--- src/rtl/fft_frame_sequencer.sv ---
// Frame-level controller around the radix-2 FFT core: gathers one frame of real
// samples, runs the core, then streams the lower half-spectrum out with its BFP exponent.
module fft_frame_sequencer #(
    parameter int FFT_LENGTH = 1024,
    parameter int FFT_DW     = 16,
    parameter int FFT_N      = $clog2(FFT_LENGTH),
    parameter int OUT_BINS   = FFT_LENGTH / 2
) (
    input  logic                     clk,
    input  logic                     reset,
    input  logic                     start,
    input  logic                     continuous,
    input  logic                     sample_valid,
    output logic                     sample_ready,
    input  logic signed [FFT_DW-1:0] sample_data,
    input  logic        [2:0]        fft_status,
    input  logic                     fft_done,
    input  logic signed [7:0]        fft_bfpexp,
    output logic                     fft_autorun,
    output logic                     fft_ifft,
    output logic                     fft_run,
    output logic                     fft_fin,
    output logic                     fft_istream_active,
    output logic signed [FFT_DW-1:0] fft_ireal,
    output logic signed [FFT_DW-1:0] fft_iimag,
    output logic                     fft_dmaact,
    output logic        [FFT_N-1:0]  fft_dmaa,
    input  logic signed [FFT_DW-1:0] fft_dmadr_real,
    input  logic signed [FFT_DW-1:0] fft_dmadr_imag,
    output logic                     bin_valid,
    input  logic                     bin_ready,
    output logic        [FFT_N-2:0]  bin_index,
    output logic signed [FFT_DW-1:0] bin_real,
    output logic signed [FFT_DW-1:0] bin_imag,
    output logic                     bin_last,
    output logic signed [7:0]        frame_exp,
    output logic                     busy,
    output logic        [15:0]       frame_count
);

    typedef enum logic [2:0] {
        S_IDLE,
        S_FILL,
        S_RUN,
        S_ISSUE,
        S_CAPTURE,
        S_HOLD,
        S_FIN
    } state_t;

    localparam logic [2:0]       CORE_ISTREAM = 3'd1;
    localparam logic [2:0]       CORE_FULL    = 3'd2;
    localparam logic [FFT_N:0]   LAST_SAMPLE  = (FFT_N + 1)'(FFT_LENGTH - 1);
    localparam logic [FFT_N-2:0] LAST_BIN     = (FFT_N - 1)'(OUT_BINS - 1);

    state_t state;
    state_t state_nxt;

    logic [FFT_N:0]            sample_cnt;
    logic [FFT_N-2:0]          bin_k;
    logic signed [FFT_DW-1:0]  bin_real_p1;
    logic signed [FFT_DW-1:0]  bin_imag_p1;
    logic                      is_last_bin;
    logic                      bin_fire;

    assign is_last_bin = (bin_k == LAST_BIN);
    assign bin_fire    = bin_valid & bin_ready;

    always_ff @(posedge clk) begin
        if (reset) begin
            state <= S_IDLE;
        end else begin
            state <= state_nxt;
        end
    end

    always_comb begin
        state_nxt          = state;
        sample_ready       = 1'b0;
        fft_istream_active = 1'b0;
        fft_ireal          = '0;
        fft_iimag          = '0;
        fft_autorun        = 1'b0;
        fft_ifft           = 1'b0;
        fft_run            = 1'b0;
        fft_fin            = 1'b0;
        fft_dmaact         = 1'b0;
        fft_dmaa           = '0;
        bin_valid          = 1'b0;
        bin_index          = bin_k;
        bin_real           = bin_real_p1;
        bin_imag           = bin_imag_p1;
        bin_last           = 1'b0;
        busy               = (state != S_IDLE);

        case (state)
            S_IDLE: begin
                if (start || continuous) begin
                    state_nxt = S_FILL;
                end
            end
            S_FILL: begin
                sample_ready       = (fft_status == CORE_ISTREAM);
                fft_istream_active = sample_valid & sample_ready;
                fft_ireal          = sample_data;
                if (fft_istream_active && sample_cnt == LAST_SAMPLE) begin
                    state_nxt = S_RUN;
                end
            end
            S_RUN: begin
                fft_run = (fft_status == CORE_FULL);
                if (fft_done) begin
                    state_nxt = S_ISSUE;
                end
            end
            S_ISSUE: begin
                fft_dmaact = 1'b1;
                fft_dmaa   = {1'b0, bin_k};
                state_nxt  = S_CAPTURE;
            end
            S_CAPTURE, S_HOLD: begin
                bin_valid = 1'b1;
                bin_last  = is_last_bin;
                // DMA data is only valid in the cycle after the address; the
                // first presentation passes it straight through, later cycles replay the copy.
                if (state == S_CAPTURE) begin
                    bin_real = fft_dmadr_real;
                    bin_imag = fft_dmadr_imag;
                end
                if (bin_ready) begin
                    state_nxt = is_last_bin ? S_FIN : S_ISSUE;
                end else begin
                    state_nxt = S_HOLD;
                end
            end
            S_FIN: begin
                fft_fin   = 1'b1;
                state_nxt = continuous ? S_FILL : S_IDLE;
            end
            default: begin
                state_nxt = S_IDLE;
            end
        endcase
    end

    always_ff @(posedge clk) begin
        if (reset) begin
            sample_cnt  <= '0;
            bin_k       <= '0;
            bin_real_p1 <= '0;
            bin_imag_p1 <= '0;
            frame_exp   <= '0;
            frame_count <= '0;
        end else begin
            if (state != S_FILL) begin
                sample_cnt <= '0;
            end else if (fft_istream_active) begin
                sample_cnt <= sample_cnt + (FFT_N + 1)'(1);
            end

            if (state == S_RUN) begin
                bin_k <= '0;
            end else if (bin_fire && !is_last_bin) begin
                bin_k <= bin_k + (FFT_N - 1)'(1);
            end

            // Capture stage: DMA read data becomes the held bin
            if (state == S_CAPTURE) begin
                bin_real_p1 <= fft_dmadr_real;
                bin_imag_p1 <= fft_dmadr_imag;
            end

            if (state == S_RUN && fft_done) begin
                frame_exp <= fft_bfpexp;
            end

            if (state == S_FIN) begin
                frame_count <= frame_count + 16'd1;
            end
        end
    end

endmodule

--- config.mk ---
export PLATFORM = sky130hd
export DESIGN_NAME = fft_frame_sequencer
export DESIGN_NICKNAME = d
export VERILOG_FILES = /design/src/rtl/fft_frame_sequencer.sv
export SDC_FILE = /design/constraint.sdc
export NUM_CORES = 1
export LEC_CHECK = 0
export CORE_MARGIN = 1.5
export CORE_UTILIZATION = 30
export DETAILED_ROUTE_END_ITERATION = 7
export PLACE_DENSITY_LB_ADDON = 0.12
export SLEW_MARGIN = 25
export SYNTH_ARGS = -nofsm -noshare
export SYNTH_HDL_FRONTEND = slang
export SYNTH_SLANG_ARGS = --single-unit
--- constraint.sdc ---
create_clock -name clk -period 3.4 [get_ports clk]
set_input_delay 0.68 -clock clk [delete_from_list [all_inputs] [get_ports clk]]
set_output_delay 0.68 -clock clk [all_outputs]
set_load 0.005 [all_outputs]
==> metrics <==
die width=115 µm; Final Cell Area=0.00584 mm²; Yosys top cell area share=42.1%; initial core utilization=31.0%; CTS root buffer=clkbuf_16; pwr dens=436 mW/mm²; Distinct cells, synth=48; Synth Area per Inst=9.36 µm²; Buffers on Ports=163; IO Count=183; core area=0.0121 mm²; initial antenna violation count=0; Setup Crit Path Kind=flip-flop to output pin; crit end category=output pin; Final Worst Setup Slack=0.424 ns; clk_skew=0.00477 ns; DR vias=3253; unrepaired setup endpoints after global routing=false; FF+latch area=0.00158 mm²; Final Max Slew Viols=0; Synth Cell Area=0.00375 mm²; die area=0.0132 mm²; Syn-to-layout area delta=55.4%; Required @ worst endpoint=2.72 ns; hold-fix buffers at CTS=0; Rel. slew slack=64.6%; fmax=336 MHz; Final Power=0.00255 W; postcts setup bufs=0; layout cells sized above 1=11.3%; period utilisation layout=87.5%; Post-synth top cells=dfxtp_1, nor2_1, nor2b_1; dpl cell area=0.00550 mm²; RePlAce Congestion=0.742; drt drc=0; number of synthesized register bits=79; first-pass GRT wire length=15200 µm; largest net degree at the start of global routing=33; Slew @ Worst Pin=0.531 ns; Antenna Cells=0; insertion delay of the later-clocked pin in the worst-skew pair=0.33 ns; startpoint types=flip-flop; CTS tree=yes; Static Leakage=2.17 nW; EDFF count, synth=0; Die Y=115 µm; Yosys warning total=0; cell taking the most area after synthesis=dfxtp_1; WL/cell=13.1 µm; CTS Buffer Depth=2; most common cell in the netlist=dfxtp_1; VDD IR-drop max=0.000177 V; Final #Nets=632; DPL Wire Length=7080 µm; outcome=finished clean; gr ovfl total=0; Sink Count=79; antenna-violating nets left=0; crit path time final=2.98 ns; H-tree depth=3; most area-consuming cells after synthesis=dfxtp_1, mux2_2, nor2b_1; final hold violations=0; Synth Flop Type=dfxtp_1; Initial DRC Count=69; clk slew on worst S/H paths=0.06 ns; register area share after synthesis=42.1%; Hold Worst Slack=0.473 ns; final setup vio count=0; GRT Overall Usage=14.6%; Final TNS setup=0 ns; Multi-input gate area=0.00198 mm²; ys async rst share=0%; num rows=40; Post-Route WL=9620 µm; post_cts resized=0; CTS buffer count=9; max cap viols=0; Pre-Repair DR Iteration Count=4; # fillers=1199; worst slack, placed=0.509 ns; worst hold path type=flip-flop to flip-flop; Max FO, Critical Path=32; vias in the first global route=3085; Critical Path AT=2.30 ns; Syn Inst Count=401; routed vias/inst=4.43
## path summary, 6_finish.rpt
check / from / end / slack (ns) / cells past startpoint
worst max-delay path: state[1]$_SDFFE_PP0P_ / bin_imag[7] / 0.42 / 5
worst max register to register: bin_index[0]$_SDFFE_PP0P_ / bin_index[7]$_SDFFE_PP0P_ / 1.50 / 9
worst min register to register: sample_cnt[1]$_SDFFE_PP0P_ / sample_cnt[1]$_SDFFE_PP0P_ / 0.47 / 2
worst min-delay path: sample_cnt[1]$_SDFFE_PP0P_ / sample_cnt[1]$_SDFFE_PP0P_ / 0.47 / 2
## report_power, final
part,leakage [nW],total [W],internal (W),switching (W)
clock,0.166,0.00110,0.000716,0.000380
sequential,0.637,0.000980,0.000952,0.0000277
combinational,1.37,0.000469,0.000292,0.000177
total,2.17,0.00255,0.00196,0.000585
## state kept, by name, summed over array words and instances, names as in the netlist
register     flops
frame_count     16
bin_imag_p1     16
state            3
sample_cnt      11
frame_exp        8
bin_real_p1     16
bin_index        9
## worst max-delay path: stages (launching register included)
cell and delay [ns]:
dfxtp_1 0.42, or2b_1 0.35, nor2_4 0.13, buf_12 0.21, mux2_2 0.37, clkdlybuf4s50_1 0.48
## layout by cell type, fill, tap and decap left out, types with 2 or more instances in the layout
master and instances:
ha_1 4, mux2_1 3, mux2_2 29, clkbuf_16 9, nor4bb_1 2, a21oi_1 13
nand4_1 8, o21ai_0 5, bufinv_16 3, conb_1 19, and2_1 28, nor2b_1 32
nor2_1 40, nand2_1 18, xor2_1 12, buf_4 8, or4_1 3, inv_1 6
clkinv_2 2, mux2i_1 11, nand3_1 8, or3_1 4, xnor2_1 13, nor3_1 4
clkdlybuf4s50_1 162, dfxtp_1 79, and3_1 3, o31ai_1 3, nor4_1 7, nand2b_1 3
nor3b_1 3
## through the flow
| step | utilization [%] | std cells |
|---|---|---|
| 6_report | 48.2 | 735 |
| 5_1_grt | 48.2 | 735 |
| 4_1_cts | 48.2 | 735 |
| 3_5_place_dp | 45.4 | 719 |
| 3_3_place_gp | 45.4 | 719 |
| 2_1_floorplan | - | 419 |
## per-layer routing
metal	part of all wire, %	GRT usage (%)
met1	46	18.9
met2	45	22.7
met3	8.0	5.01
met4	1.1	5.43
met5	0	0
## cells by family after synthesis
| kind of cell | Yosys count | synth area share, % |
|---|---|---|
| and+or+nand+nor | 178 | 27.1 |
| DFF | 79 | 42.1 |
| buffers and inverters | 46 | 7.03 |
| muxes | 43 | 12.5 |
| AOI/OAI and AO/OA | 25 | 3.93 |
| xor gates and xnor gates | 25 | 5.83 |
| adders and majority gates | 4 | 1.33 |
| other | 1 | 0.0999 |
## final cells by class
cell class	instances	area share, %
timing repair buffer	172	29.2
multi-input combinational	294	33.9
sequential	79	27.1
clock buffer	10	3.92
clock inverter	6	1.87
tap	168	3.60
inverter	6	0.386
Power figures use the tool's default switching activity.
